### config.mk
export PLATFORM = sky130hd
export DESIGN_NAME = fetch_unit32
export DESIGN_NICKNAME = d
export VERILOG_FILES = /design/src/rtl/fetch_pkg.sv /design/src/rtl/fetch_unit32_if_id_reg.sv /design/src/rtl/fetch_unit32.sv
export SDC_FILE = /design/constraint.sdc
export NUM_CORES = 1
export LEC_CHECK = 0
export ABC_AREA = 1
export CORE_MARGIN = 2
export CORE_UTILIZATION = 45
export CTS_CLUSTER_SIZE = 10
export DETAILED_ROUTE_END_ITERATION = 6
export PLACE_DENSITY = 0.76
export SKIP_LAST_GASP = 1
export SLEW_MARGIN = 10
export SYNTH_ARGS = -nofsm -noshare
export SYNTH_HDL_FRONTEND = slang
export SYNTH_SLANG_ARGS = --single-unit
### constraint.sdc
create_clock -name clk -period 5.15 [get_ports clk]
set_clock_uncertainty 0.15 [all_clocks]
set_input_delay 1.03 -clock clk [delete_from_list [all_inputs] [get_ports clk]]
set_output_delay 1.03 -clock clk [all_outputs]
set_load 0.01 [all_outputs]
### src/rtl/fetch_pkg.sv
// Shared constants and state encoding for the instruction-fetch stage.
package fetch_pkg;

    localparam int unsigned INST_WIDTH = 32;
    localparam int unsigned PC_STEP    = 4;
    localparam logic [INST_WIDTH-1:0] HALT_WORD = 32'h0000_0000;

    typedef logic [1:0] fetch_state_t;

    localparam fetch_state_t BOOT   = 2'd0;
    localparam fetch_state_t RUN    = 2'd1;
    localparam fetch_state_t HALTED = 2'd2;

endpackage

### src/rtl/fetch_unit32_if_id_reg.sv
// Single-entry IF/ID holding register with valid/ready handshake and flush.
module if_id_reg
    import fetch_pkg::*;
#(
    parameter int unsigned INST_W = INST_WIDTH,
    parameter int unsigned PC_W   = 32
) (
    input  logic              clk,
    input  logic              rst,
    input  logic              flush,
    input  logic              capture,
    input  logic [INST_W-1:0] capture_inst,
    input  logic [PC_W-1:0]   capture_pc,
    input  logic              id_ready,
    output logic [INST_W-1:0] id_inst,
    output logic [PC_W-1:0]   id_pc,
    output logic              id_valid
);

    // Flush wins; a capture refills; otherwise a consumed entry drains.
    always_ff @(posedge clk or posedge rst) begin
        if (rst) begin
            id_inst  <= '0;
            id_pc    <= '0;
            id_valid <= 1'b0;
        end else if (flush) begin
            id_valid <= 1'b0;
        end else if (capture) begin
            id_inst  <= capture_inst;
            id_pc    <= capture_pc;
            id_valid <= 1'b1;
        end else if (id_ready) begin
            id_valid <= 1'b0;
        end
    end

endmodule

### src/rtl/fetch_unit32.sv
// Instruction-fetch stage: owns the PC, drives the ROM, fills IF/ID.
// Optional macro FETCH_MISALIGN_TRAP_EN traps misaligned redirect targets.
module fetch_unit32
    import fetch_pkg::*;
#(
    parameter int unsigned     XLEN     = 32,
    parameter logic [XLEN-1:0] RESET_PC = 32'h0000_0000
) (
    input  logic            clk,
    input  logic            rst,
    output logic [XLEN-1:0] imem_addr,
    input  logic [XLEN-1:0] imem_inst,
    input  logic            redirect_valid,
    input  logic [XLEN-1:0] redirect_pc,
    output logic [XLEN-1:0] id_inst,
    output logic [XLEN-1:0] id_pc,
    output logic            id_valid,
    input  logic            id_ready,
    output logic            halted,
    output logic [31:0]     fetch_count
`ifdef FETCH_MISALIGN_TRAP_EN
    ,
    output logic            misalign_fault
`endif
);

    localparam int unsigned CNT_W = 32;

    fetch_state_t    state;
    fetch_state_t    state_next;
    logic [XLEN-1:0] pc;
    logic [XLEN-1:0] pc_next;
    logic            load_c;
    logic            capture_c;
    logic            flush_c;
`ifdef FETCH_MISALIGN_TRAP_EN
    logic            fault_next;
`endif

    assign imem_addr = pc;

    // Next-state, next-PC and IF/ID control; redirect overrides everything.
    always_comb begin
        state_next = state;
        pc_next    = pc;
        capture_c  = 1'b0;
        flush_c    = 1'b0;
        load_c     = !id_valid || id_ready;
`ifdef FETCH_MISALIGN_TRAP_EN
        fault_next = misalign_fault;
`endif
        if (redirect_valid) begin
            flush_c    = 1'b1;
            state_next = RUN;
`ifdef FETCH_MISALIGN_TRAP_EN
            pc_next = redirect_pc;
            if (redirect_pc[1:0] != 2'b00) begin
                fault_next = 1'b1;
                state_next = HALTED;
            end
`else
            pc_next = redirect_pc & ~XLEN'(3);
`endif
        end else begin
            case (state)
                BOOT:   state_next = RUN;
                RUN: begin
                    if (load_c) begin
                        if (imem_inst == XLEN'(HALT_WORD)) begin
                            state_next = HALTED;
                        end else begin
                            capture_c = 1'b1;
                            pc_next   = pc + XLEN'(PC_STEP);
                        end
                    end
                end
                HALTED: state_next = HALTED;
                default: state_next = BOOT;
            endcase
        end
    end

    always_ff @(posedge clk or posedge rst) begin
        if (rst) begin
            state       <= BOOT;
            pc          <= RESET_PC;
            halted      <= 1'b0;
            fetch_count <= '0;
`ifdef FETCH_MISALIGN_TRAP_EN
            misalign_fault <= 1'b0;
`endif
        end else begin
            state  <= state_next;
            pc     <= pc_next;
            halted <= (state_next == HALTED);
            // A transfer counts even when a redirect flushes the same cycle.
            if (id_valid && id_ready) begin
                fetch_count <= fetch_count + CNT_W'(1);
            end
`ifdef FETCH_MISALIGN_TRAP_EN
            misalign_fault <= fault_next;
`endif
        end
    end

    if_id_reg #(
        .INST_W (XLEN),
        .PC_W   (XLEN)
    ) u_if_id (
        .clk          (clk),
        .rst          (rst),
        .flush        (flush_c),
        .capture      (capture_c),
        .capture_inst (imem_inst),
        .capture_pc   (pc),
        .id_ready     (id_ready),
        .id_inst      (id_inst),
        .id_pc        (id_pc),
        .id_valid     (id_valid)
    );

endmodule

* After elaboration in Yosys (flattened, before gate mapping)
Cells that the tools add are included.
** Word-level totals
- Register bits :: 132
- Bits of input ports :: 68
- Logic and storage cells :: 40
** Cells by class
- $add $sub $neg :: 2
- Equality and inequality tests :: 4
- Muxes and demuxes :: 16
- Bitwise gates (word level) :: 1
- Reduce and logical (&&, ||, !) cells :: 10
** Operator list (count)
- $mux W32 :: 4
- $add A32 B1 Y32 const B :: 1
- $add A32 B3 Y32 const B :: 1
- $logic_not A32 Y1 :: 1
- $mux W1 :: 8
- $mux W2 :: 3
- $pmux W2 S3 :: 1
- $eq A2 B2 Y1 const B :: 2
- $reduce_bool A2 Y1 :: 2
- $reduce_and A3 Y1 :: 1
- $reduce_bool A3 Y1 :: 1
- $eq A2 B1 Y1 const B :: 1
- $logic_not A2 Y1 :: 1
- $ne A2 B2 Y1 const B :: 1
- $reduce_and A2 Y1 :: 1
- $logic_and A1 B1 Y1 :: 1
- $logic_not A1 Y1 :: 1
- $logic_or A1 B1 Y1 :: 1
- $not A1 Y1 :: 1

* Depth between registers and ports, before layout
Gate-level depths: netlist of run 1.
- Depth in word-level cells :: 7
- Gate-level depth with buffers :: 11
- Depth with buffers taken out :: 11

* By module
From an unflattened synthesis of run 1, not the netlist that was laid out.
** Second synthesis, totals
- Cell total of the unflattened synthesis :: 968
- Area total of the unflattened synthesis :: 7060.5 µm²
** Modules (own cells, without submodules)
- fetch_unit32 :: instances 1, cells an instance 684, area an instance 4445.5 µm², sequential area each 1626.6 µm²
- if_id_reg :: instances 1, cells an instance 284, area an instance 2615.0 µm², sequential area each 1626.6 µm²

* Worst setup path before layout of run 1
Ideal clock, no wire load.
- Kind :: input-to-reg
- Start point :: input port imem_inst[14]
- End point :: register pc[2] (netlist: imem_addr[2])
- Setup time :: 0.119 ns
- Data arrival time :: 2.050 ns
- Data required time :: 4.881 ns
- Setup slack :: 2.830 ns
- Stages on the path :: 10
- Buffers on the path :: 2
- Cells stage by stage :: nor2_1 > nand2_1 > nor2_1 > nand2_1 > o21ai_4 > nand2_2 > buf_6 > buf_6 > nand2_1 > o21ai_2
** Between the ends
- Word-level cells in the longest chain between the ends :: 3
** RTL lines
- start: declaration :: line fetch_unit32.sv:12 : input logic [XLEN-1:0] imem_inst,
- $logic_not A32 Y1 :: line fetch_unit32.sv:69 : if (imem_inst == XLEN'(HALT_WORD)) begin
- $ne A2 B2 Y1 (no source line)
- $reduce_and A3 Y1 (no source line)
- end signal: assignment :: line fetch_unit32.sv:94 : pc <= pc_next;
- end: declaration :: line fetch_unit32.sv:31 : logic [XLEN-1:0] pc;
Every way passes these cells.
A chain may end at the register's enable or synchronous reset.

* Final worst setup path of run 1
- Start point :: input port redirect_valid
- End point :: register u_if_id.id_pc[12]
** Between the ends
- Word-level cells in the longest chain between the ends :: 3
- Elaborated cells on any way between the ends :: 4
** RTL lines
- start: declaration :: line fetch_unit32.sv:13 : input logic redirect_valid,
- $mux W1 :: line fetch_unit32.sv:52 : if (redirect_valid) begin
- $not A1 Y1 (no source line)
- $reduce_and A2 Y1 (no source line) *
- end signal: assignment :: line fetch_unit32_if_id_reg.sv:30 : id_pc <= capture_pc;
- end: declaration :: line fetch_unit32_if_id_reg.sv:16 : output logic [PC_W-1:0] id_pc,
Mark *: on every way between the ends. The rest lies on a longest branch, timed or not.

==> results of run 1 <==
routing by layer:
metal	part of all wire	vias to the layer above	global-route usage
li1	-	3380	-
met5	0	-	0
met4	0.025	0	0.0911
met3	0.064	40	0.0603
met2	0.49	230	0.390
met1	0.43	3106	0.303
cells in the final DEF, fill, tap and decap left out, drive strengths merged:
cell type,instances
dfrtp,128
clkinv,7
ha,2
clkdlybuf4s50,191
or2,2
bufinv,1
o21ai,58
a31oi,3
a21oi,3
nor2,109
conb,4
nand3,102
nand2,395
xor2,18
nor3,12
nand4,4
nand3b,5
clkinvlp,2
buf,5
xnor2,5
clkbuf,22
inv,82
synth_stat cells:
cell type and number:
nand3b_1 5, inv_2 3, nor3_1 12, nand2_2 2, nand3_1 102, or2_2 2, buf_6 7, ha_1 2
o21ai_1 16, xnor2_1 5, o21ai_4 1, clkinv_1 1, a21oi_1 3, nand2_1 393, buf_4 8, conb_1 1
o21ai_2 5, dfrtp_1 128, inv_1 78, buf_2 4, a31oi_1 3, nand4_1 4, xor2_1 18, o21ai_0 36
nor2_2 6, nor2_1 103, clkbuf_1 15
sequential cells by signal, indices dropped and copies added (netlist names):
register,cells
u_if_id.id_pc,30
fetch_count,32
u_if_id.id_valid,1
halted,1
u_if_id.id_inst,32
imem_addr,30
state,2
worst max-delay path, cell delays in order:
cell and delay, ns:
clkdlybuf4s50_1 0.39, buf_4 0.24, inv_2 0.40, nand2_2 0.60, buf_12 0.40, nand2_1 0.07
o21ai_0 0.09
power by group through the flow:
stage,Clock [mW],Combinational (mW),Sequential (mW)
finish,1.12,0.695,1.25
global placement,0,0.689,1.26
floorplan,0,0.264,1.30
detailed placement,0,0.699,1.27
CTS,1.14,0.703,1.25
global route,1.19,0.763,1.27
through the flow:
stage	total power [mW]	hold slack, ns
after floorplan	1.57	0.290
after CTS	3.09	0.321
after global routing	3.22	0.337
after detailed placement	1.96	0.308
final	3.07	0.316
after global placement	1.95	0.304
worst paths after layout:
path	from	to	cells past startpoint
worst max-delay path	redirect_valid	u_if_id.id_pc[12]	7
worst min-delay path	u_if_id.id_inst[8]	u_if_id.id_inst[8]	2
worst max register to register	u_if_id.id_valid	fetch_count[22]	8
worst min register to register	u_if_id.id_inst[8]	u_if_id.id_inst[8]	2
max in group asynchronous	rst	u_if_id.id_pc[26]	3
min in group asynchronous	rst	fetch_count[30]	2
cells by family after synthesis:
logic type	Yosys count	share of synthesized area
other cells	1	0.000546
simple gates	629	0.372
compound gates	64	0.0516
buf+inv	116	0.0762
flops	128	0.466
fa+ha+maj	2	0.00364
xor+xnor	23	0.0293
final cells by class:
class,count,share of cell area
sequential,128,0.340
multi-input combinational,722,0.334
timing repair buffer,196,0.209
clock buffer,22,0.0492
inverter,82,0.0329
tap,188,0.0250
clock inverter,10,0.00929
==> flow_summary_export.csv, run 1 <==
group,metric,value,unit
status,status,"finished, final reports clean",
cells_and_area,fin_area,9430,um^2
die,core,15000,um^2
placement,dpl_worst_slack,1.62,ns
timing,hold_viol_final,0,
cells_and_area,area_growth,37.3,%
detailed_routing,ant_nets,0,
die,ios,198,
pwr,sw_frac_of_total,0.294,
hold_path,hp-class,"flip-flop to flip-flop",
die,die-area,16300,um^2
detailed_routing,wl_per_cell,14.1,um
die,die_h,128,um
placement,dp.cells,1316,
cells_and_area,n_antenna_cell,0,
die,initial_core_util,0.457,
clocking,cts_tree,"yes",
pwr,clkPwrFrac,0.366,
timing,finalSetupTns,0,ns
cells_and_area,post-route-util,0.627,
clocking,cts_root_buffer,"clkbuf_16",
cells_and_area,seqCellArea,3200,um^2
timing,fmax,320,MHz
clocking,clock_path_buffers,2,
clocking,post_cts_buffers,0,
cells_and_area,multi_input_comb_area,3150,um^2
setup_path,arrival,3.25,ns
cells_and_area,drive_above_1_share,0.0474,
setup_path,cp_data_required_time,5.28,ns
clocking,clkTransAtPathRegs,0.05,ns
setup_path,crit_fanout,52,
detailed_routing,first_iter_violations,499,
pwr,comb_power_share,0.226,
placement,place_congestion,0.913,
detailed_routing,drt_first_pass_iters,5,
placement,dp_hpwl,14.0,mm
detailed_routing,totalWireLength,19.0,mm
logic_synthesis,synthTopCellsByArea,"dfrtp_1 47%, nand2_1 21%, nand3_1 7.4%",
placement,portBuffers,191,
logic_synthesis,syn_area,6870,um^2
global_routing,grt_max_degree,72,
logic_synthesis,synth_top_cell_by_area,"dfrtp_1",
clocking,clock-sinks,128,
cells_and_area,fin_nets,1217,
timing,worst_pin_slew,0.884,ns
pwr,p_sw,0.903,mW
detailed_routing,routed_via_density,5.01,
clocking,cts_hold_buf,0,
detailed_routing,route.vias.total,6756,
logic_synthesis,postSynthCellCount,963,
clocking,cts-htree-levels,4,
logic_synthesis,synth_cell_types,27,
clocking,clk_latency,0.42,ns
pwr,p_leak,4.39,nW
setup_path,reg2reg_slack,2.86,ns
clocking,cts_made_buffers,17,
timing,post-route-period-util,0.606,
logic_synthesis,ys_seq_area_frac,0.466,
detailed_routing,drc,0,
logic_synthesis,synth_top_area_share,0.466,
setup_path,critPathCaptureType,"flip-flop",
setup_path,worst_setup_path_start_kind,"primary input",
pwr,internal-power,2.17,mW
timing,setup_violations,0,
logic_synthesis,avgSynthCellArea,7.13,um^2
cells_and_area,fill_cells,1356,
cells_and_area,final_cells,1348,
pwr,powerDensity,326,nW/um^2
logic_synthesis,synth_warnings,0,
timing,grt_setup_unrepaired,"false",
pwr,ir_worst_vdd,0.222,mV
timing,fin_ws,2.03,ns
die,row_count,45,
global_routing,grt_use_total,0.237,
timing,relSlewSlack,0.411,
die,dieWidth,128,um
global_routing,grt_antenna_before_repair,0,
logic_synthesis,synth.ff_latch_count,128,
timing,slew_violations,0,
global_routing,grt_pass1_wl,30.8,mm
global_routing,grt.overflow.total,0,
placement,place_area,8880,um^2
pwr,pwr-share-seq,0.408,
clocking,cts-resized-gates,0,
job,drv_cap,0,
setup_path,criticalPathCategory,"primary input to flip-flop",
timing,post-route-min-period,3.12,ns
global_routing,grt_pass1_vias,6252,
Note: power is estimated with default switching activity, not from simulation.
==> inputs of run 2 (changes only) <==
--- a/config.mk
+++ b/config.mk
@@ -7,10 +7,10 @@
 export LEC_CHECK = 0
 export ABC_AREA = 1
 export CORE_MARGIN = 2
-export CORE_UTILIZATION = 45
+export CORE_UTILIZATION = 44
 export CTS_CLUSTER_SIZE = 10
 export DETAILED_ROUTE_END_ITERATION = 6
-export PLACE_DENSITY = 0.76
+export PLACE_DENSITY = 0.78
 export SKIP_LAST_GASP = 1
 export SLEW_MARGIN = 10
 export SYNTH_ARGS = -nofsm -noshare
==> constraint.sdc (replaced) <==
create_clock -name clk -period 2.7 [get_ports clk]
set_clock_uncertainty 0.15 [all_clocks]
set_input_delay 0.54 -clock clk [delete_from_list [all_inputs] [get_ports clk]]
set_output_delay 0.54 -clock clk [all_outputs]
set_load 0.01 [all_outputs]
==> flow_summary_export.csv, run 2 (synthesized netlist as in run 1, its figures left out) <==
group,metric,value,unit
clocking,post_cts_buffers,0,
placement,dpl_worst_slack,0.0612,ns
setup_path,cp_data_required_time,2.91,ns
setup_path,reg2regPathDepth,11,
clocking,cts_tree,"yes",
detailed_routing,first_iter_violations,442,
cells_and_area,final_cell_mix,"393 x nand2_1, 191 x clkdlybuf4s50_1, 128 x dfrtp_1",
pwr,ir_worst_vdd,0.452,mV
timing,post-route-min-period,2.25,ns
pwr,p_leak,4.47,nW
cells_and_area,largest_registers,"fetch_count (32), u_if_id.id_inst (32)",
die,ios,198,
hold_path,hp-class,"flip-flop to flip-flop",
die,die-area,16600,um^2
setup_path,critPathCaptureType,"flip-flop",
pwr,powerDensity,645,nW/um^2
cells_and_area,fin_area,9590,um^2
die,row_count,45,
detailed_routing,wl_met2,9.19,mm
detailed_routing,highest_layer,"met4",
detailed_routing,totalWireLength,19.4,mm
clocking,cts_hold_buf,0,
global_routing,grt_pass1_wl,31.2,mm
setup_path,reg2reg_slack,0.62,ns
cells_and_area,fill_cells,1348,
clocking,cts_made_buffers,17,
placement,portBuffers,191,
cells_and_area,drive_above_1_share,0.0581,
global_routing,grt_pass1_vias,6434,
setup_path,crit_chain,"clkdlybuf4s50_1 > nor2_1 > nand2_1 > nor2_1 > nand2_1 > nor2_1 > nor2_2 > buf_4 > nand3_1 > nand2_1",
detailed_routing,routed_via_density,5.03,
setup_path,criticalPathCategory,"primary input to flip-flop",
timing,setup_violations,0,
clocking,cts_root_buffer,"clkbuf_16",
timing,finalSetupTns,0,ns
die,initial_core_util,0.452,
placement,dp.cells,1326,
job,drv_cap,0,
placement,place_area,8960,um^2
detailed_routing,route.vias.total,6825,
setup_path,slowest_stage,"clkdlybuf4s50_1",
clocking,cts-htree-levels,4,
placement,place_congestion,0.904,
clocking,clkTransAtPathRegs,0.06,ns
timing,post-route-period-util,0.834,
setup_path,r2r_start,"imem_addr[3]",
setup_path,r2r-end,"imem_addr[18]",
cells_and_area,final_cells,1358,
placement,dp_hpwl,14.4,mm
detailed_routing,met3_length,1.22,mm
timing,slew_violations,0,
detailed_routing,drc,0,
clocking,clock_path_buffers,2,
die,core,15200,um^2
timing,fmax,444,MHz
detailed_routing,drt_first_pass_iters,5,
global_routing,grt_max_degree,84,
setup_path,arrival,2.46,ns
clocking,clock-sinks,128,
timing,grt_setup_unrepaired,"false",
setup_path,endpoint,"u_if_id.id_inst[20]",
clocking,clk_latency,0.42,ns
cells_and_area,fin_nets,1227,
setup_path,critPathMaxStageDelay,0.52,ns
status,status,"finished, final reports clean",
detailed_routing,wl_met1,8.21,mm
cells_and_area,mostFrequentLayoutCell,"nand2_1",
global_routing,grt_antenna_before_repair,0,
die,dieWidth,129,um
setup_path,crit_fanout,30,
die,die_h,129,um
timing,relSlewSlack,0.618,
global_routing,grt.overflow.total,0,
detailed_routing,ant_nets,0,
global_routing,grt_use_total,0.241,
timing,worst_pin_slew,0.574,ns
cells_and_area,area_growth,39.7,%
timing,hold_viol_final,0,
clocking,cts-resized-gates,0,
cells_and_area,n_antenna_cell,0,
detailed_routing,wl_per_cell,14.3,um
setup_path,worst_setup_path_start_kind,"primary input",
setup_path,startpoint,"imem_inst[18]",
timing,fin_ws,0.448,ns
==> run 2: worst min-delay path by stage <==
stage               depth (start not counted)           startpoint                  end
detailed placement                          2  u_if_id.id_inst[12]  u_if_id.id_inst[12]
global placement                            2   u_if_id.id_inst[7]   u_if_id.id_inst[7]
floorplan                                   1             state[0]               halted
finish                                      2  u_if_id.id_inst[24]  u_if_id.id_inst[24]
CTS                                         2  u_if_id.id_inst[12]  u_if_id.id_inst[12]
global route                                2   u_if_id.id_inst[8]   u_if_id.id_inst[8]
==> run 2: critical path: cells and delay by family <==
| family | cells | cell delay, ns |
|---|---|---|
| buffers and inverters | 2 | 0.91 |
| and+or+nand+nor | 8 | 1.01 |
==> run 2: per-stage QoR <==
| step | utilization | total power [mW] | hold WS, ns |
|---|---|---|---|
| after floorplan | - | 2.99 | 0.290 |
| after global placement | 0.590 | 3.74 | 0.303 |
| after detailed placement | 0.590 | 3.77 | 0.307 |
| after CTS | 0.631 | 6.23 | 0.322 |
| after global routing | 0.631 | 6.48 | 0.340 |
| final | 0.631 | 6.18 | 0.318 |
==> run 2: cell type report <==
cell class	count	area, um^2	share of cell area
sequential	128	3200	0.334
multi-input combinational	722	3150	0.329
timing repair buffer	206	2060	0.215
clock buffer	18	439	0.0458
inverter	82	312	0.0325
tap	188	235	0.0245
clock inverter	14	189	0.0197
==> run 2: power by group <==
group,internal [mW],switching (mW),total (mW)
combinational,0.686,0.658,1.34
clock,1.57,0.879,2.44
sequential,2.16,0.237,2.39
total,4.41,1.77,6.18
==> run 2: per-layer routing <==
layer  vias to the layer above  track usage
met5                         -            0
met4                         0        0.121
met3                        51       0.0570
met2                       228        0.387
met1                      3147        0.305
li1                       3399            -
==> inputs of run 3 (changes only) <==
--- a/config.mk
+++ b/config.mk
@@ -7,10 +7,10 @@
 export LEC_CHECK = 0
 export ABC_AREA = 1
 export CORE_MARGIN = 2
-export CORE_UTILIZATION = 44
+export CORE_UTILIZATION = 45
 export CTS_CLUSTER_SIZE = 10
 export DETAILED_ROUTE_END_ITERATION = 6
-export PLACE_DENSITY = 0.78
+export PLACE_DENSITY = 0.76
 export SKIP_LAST_GASP = 1
 export SLEW_MARGIN = 10
 export SYNTH_ARGS = -nofsm -noshare
==> constraint.sdc (replaced) <==
create_clock -name clk -period 2.15 [get_ports clk]
set_clock_uncertainty 0.15 [all_clocks]
set_input_delay 0.43 -clock clk [delete_from_list [all_inputs] [get_ports clk]]
set_output_delay 0.43 -clock clk [all_outputs]
set_load 0.01 [all_outputs]
==> flow_summary_export.csv, run 3 (synthesized netlist as in run 1, its figures left out) <==
group,metric,value,unit
detailed_routing,drc,0,
placement,dpl_worst_slack,-0.224,ns
clocking,clkTransAtPathRegs,0.06,ns
job,drv_cap,0,
cells_and_area,n_antenna_cell,0,
setup_path,endpoint,"imem_addr[24]",
die,ios,198,
timing,grt_setup_unrepaired,"false",
die,initial_core_util,0.457,
setup_path,criticalPathCategory,"flip-flop to primary output",
clocking,cts_made_buffers,17,
cells_and_area,fill_cells,1275,
pwr,powerDensity,810,nW/um^2
timing,fin_ws,0.0736,ns
setup_path,r2r_start,"imem_addr[3]",
detailed_routing,highest_layer,"met4",
detailed_routing,wl_met1,8.33,mm
setup_path,worstSetupPathDepth,1,
detailed_routing,first_iter_violations,416,
setup_path,r2r-end,"imem_addr[16]",
cells_and_area,mostFrequentLayoutCell,"nand2_1",
global_routing,grt_pass1_wl,32.1,mm
setup_path,critical_path_buf_inv_count,1,
detailed_routing,totalWireLength,19.9,mm
cells_and_area,post-route-util,0.653,
die,dieWidth,128,um
timing,slew_violations,0,
pwr,p_leak,4.60,nW
die,die_h,128,um
die,core,15000,um^2
setup_path,cp_data_required_time,1.57,ns
global_routing,grt_pass1_vias,6682,
placement,place_congestion,0.886,
setup_path,crit_chain,"clkdlybuf4s50_1",
setup_path,slowest_stage,"clkdlybuf4s50_1",
timing,post-route-period-util,0.966,
setup_path,startpoint,"imem_addr[24]",
cells_and_area,largest_registers,"fetch_count (32), u_if_id.id_inst (32)",
clocking,cts-htree-levels,4,
global_routing,grt_use_total,0.250,
detailed_routing,met3_length,1.35,mm
timing,post-route-min-period,2.08,ns
cells_and_area,fin_nets,1249,
detailed_routing,wl_per_cell,14.4,um
timing,hold_viol_final,0,
timing,fmax,482,MHz
timing,worst_pin_slew,0.511,ns
detailed_routing,ant_nets,0,
clocking,clk_latency,0.42,ns
setup_path,cp_top_family,"buffers and inverters",
pwr,power.total,7.95,mW
detailed_routing,wl_met2,9.58,mm
timing,relSlewSlack,0.657,
setup_path,reg2reg_slack,0.26,ns
global_routing,grt_max_degree,63,
setup_path,crit_fanout,6,
setup_path,critPathMaxStageDelay,0.59,ns
clocking,cts_root_buffer,"clkbuf_16",
clocking,clock_path_buffers,2,
global_routing,grt.overflow.total,0,
die,row_count,45,
placement,dp_hpwl,14.9,mm
setup_path,reg2regPathDepth,12,
setup_path,arrival,1.50,ns
global_routing,grt_antenna_before_repair,0,
detailed_routing,route.vias.total,6937,
placement,portBuffers,191,
detailed_routing,routed_via_density,5.03,
clocking,cts_tree,"yes",
die,die-area,16300,um^2
timing,finalSetupTns,0,ns
cells_and_area,final_cell_mix,"393 x nand2_1, 191 x clkdlybuf4s50_1, 128 x dfrtp_1",
status,status,"finished, final reports clean",
setup_path,critPathCaptureType,"primary output",
setup_path,worst_setup_path_start_kind,"flip-flop",
pwr,ir_worst_vdd,0.554,mV
cells_and_area,area_growth,42.9,%
clocking,post_cts_buffers,0,
detailed_routing,drt_first_pass_iters,5,
cells_and_area,drive_above_1_share,0.0763,
clocking,clock-sinks,128,
timing,setup_violations,0,
hold_path,hp-class,"primary input to asynchronous set/reset pin",
[run 3: cell types whose count changed in the layout (fill, tap and decap cells not counted)]
cell / change
clkinv_4: +1
clkinv_2: -3
nor2_1: -1
inv_8: +1
inv_6: +1
buf_4: +20
clkbuf_8: -1
bufinv_16: +1
buf_12: +2
nor2_2: +1
[run 3: worst min path at each step]
| stage | endpoint | slack [ns] |
|---|---|---|
| 2_1_floorplan | halted | 0.29 |
| 4_1_cts | imem_addr[11] | 0.17 |
| 3_3_place_gp | u_if_id.id_inst[22] | 0.30 |
| 6_report | imem_addr[10] | 0.17 |
| 3_5_place_dp | u_if_id.id_inst[28] | 0.31 |
| 5_1_grt | imem_addr[10] | 0.19 |
[run 3: metal layers]
layer  track usage  vias to the layer above
li1              -                     3446
met1         0.311                     3187
met2         0.411                      264
met3        0.0611                       40
met4         0.117                        0
met5             0                        -
[run 3: through the flow]
step	std cells	area (um^2)	hold slack, ns
final	1380	9820	0.171
after global routing	1380	9820	0.191
after CTS	1380	9810	0.175
after detailed placement	1348	9160	0.308
after global placement	1348	9160	0.304
after floorplan	966	6880	0.290
[run 3: power breakdown]
part,internal [mW],leakage [nW],switching (mW)
Sequential,2.71,1.59,0.304
Clock,2.07,0.312,1.14
Combinational,0.882,2.70,0.839
Total,5.66,4.60,2.29
[run 3: layout make-up]
class                      instances  area [um^2]  area share
sequential                       128         3200       0.326
inverter                          82          312      0.0317
clock buffer                      17          425      0.0433
tap                              188          235      0.0240
clock inverter                    15          233      0.0237
timing repair buffer             228         2250       0.229
multi-input combinational        722         3160       0.321
[run 3: timing repair]
item                                    CTS  global route
hold buffers                              0             0
resized for setup                         0             1
endpoints found under the setup margin    0             1
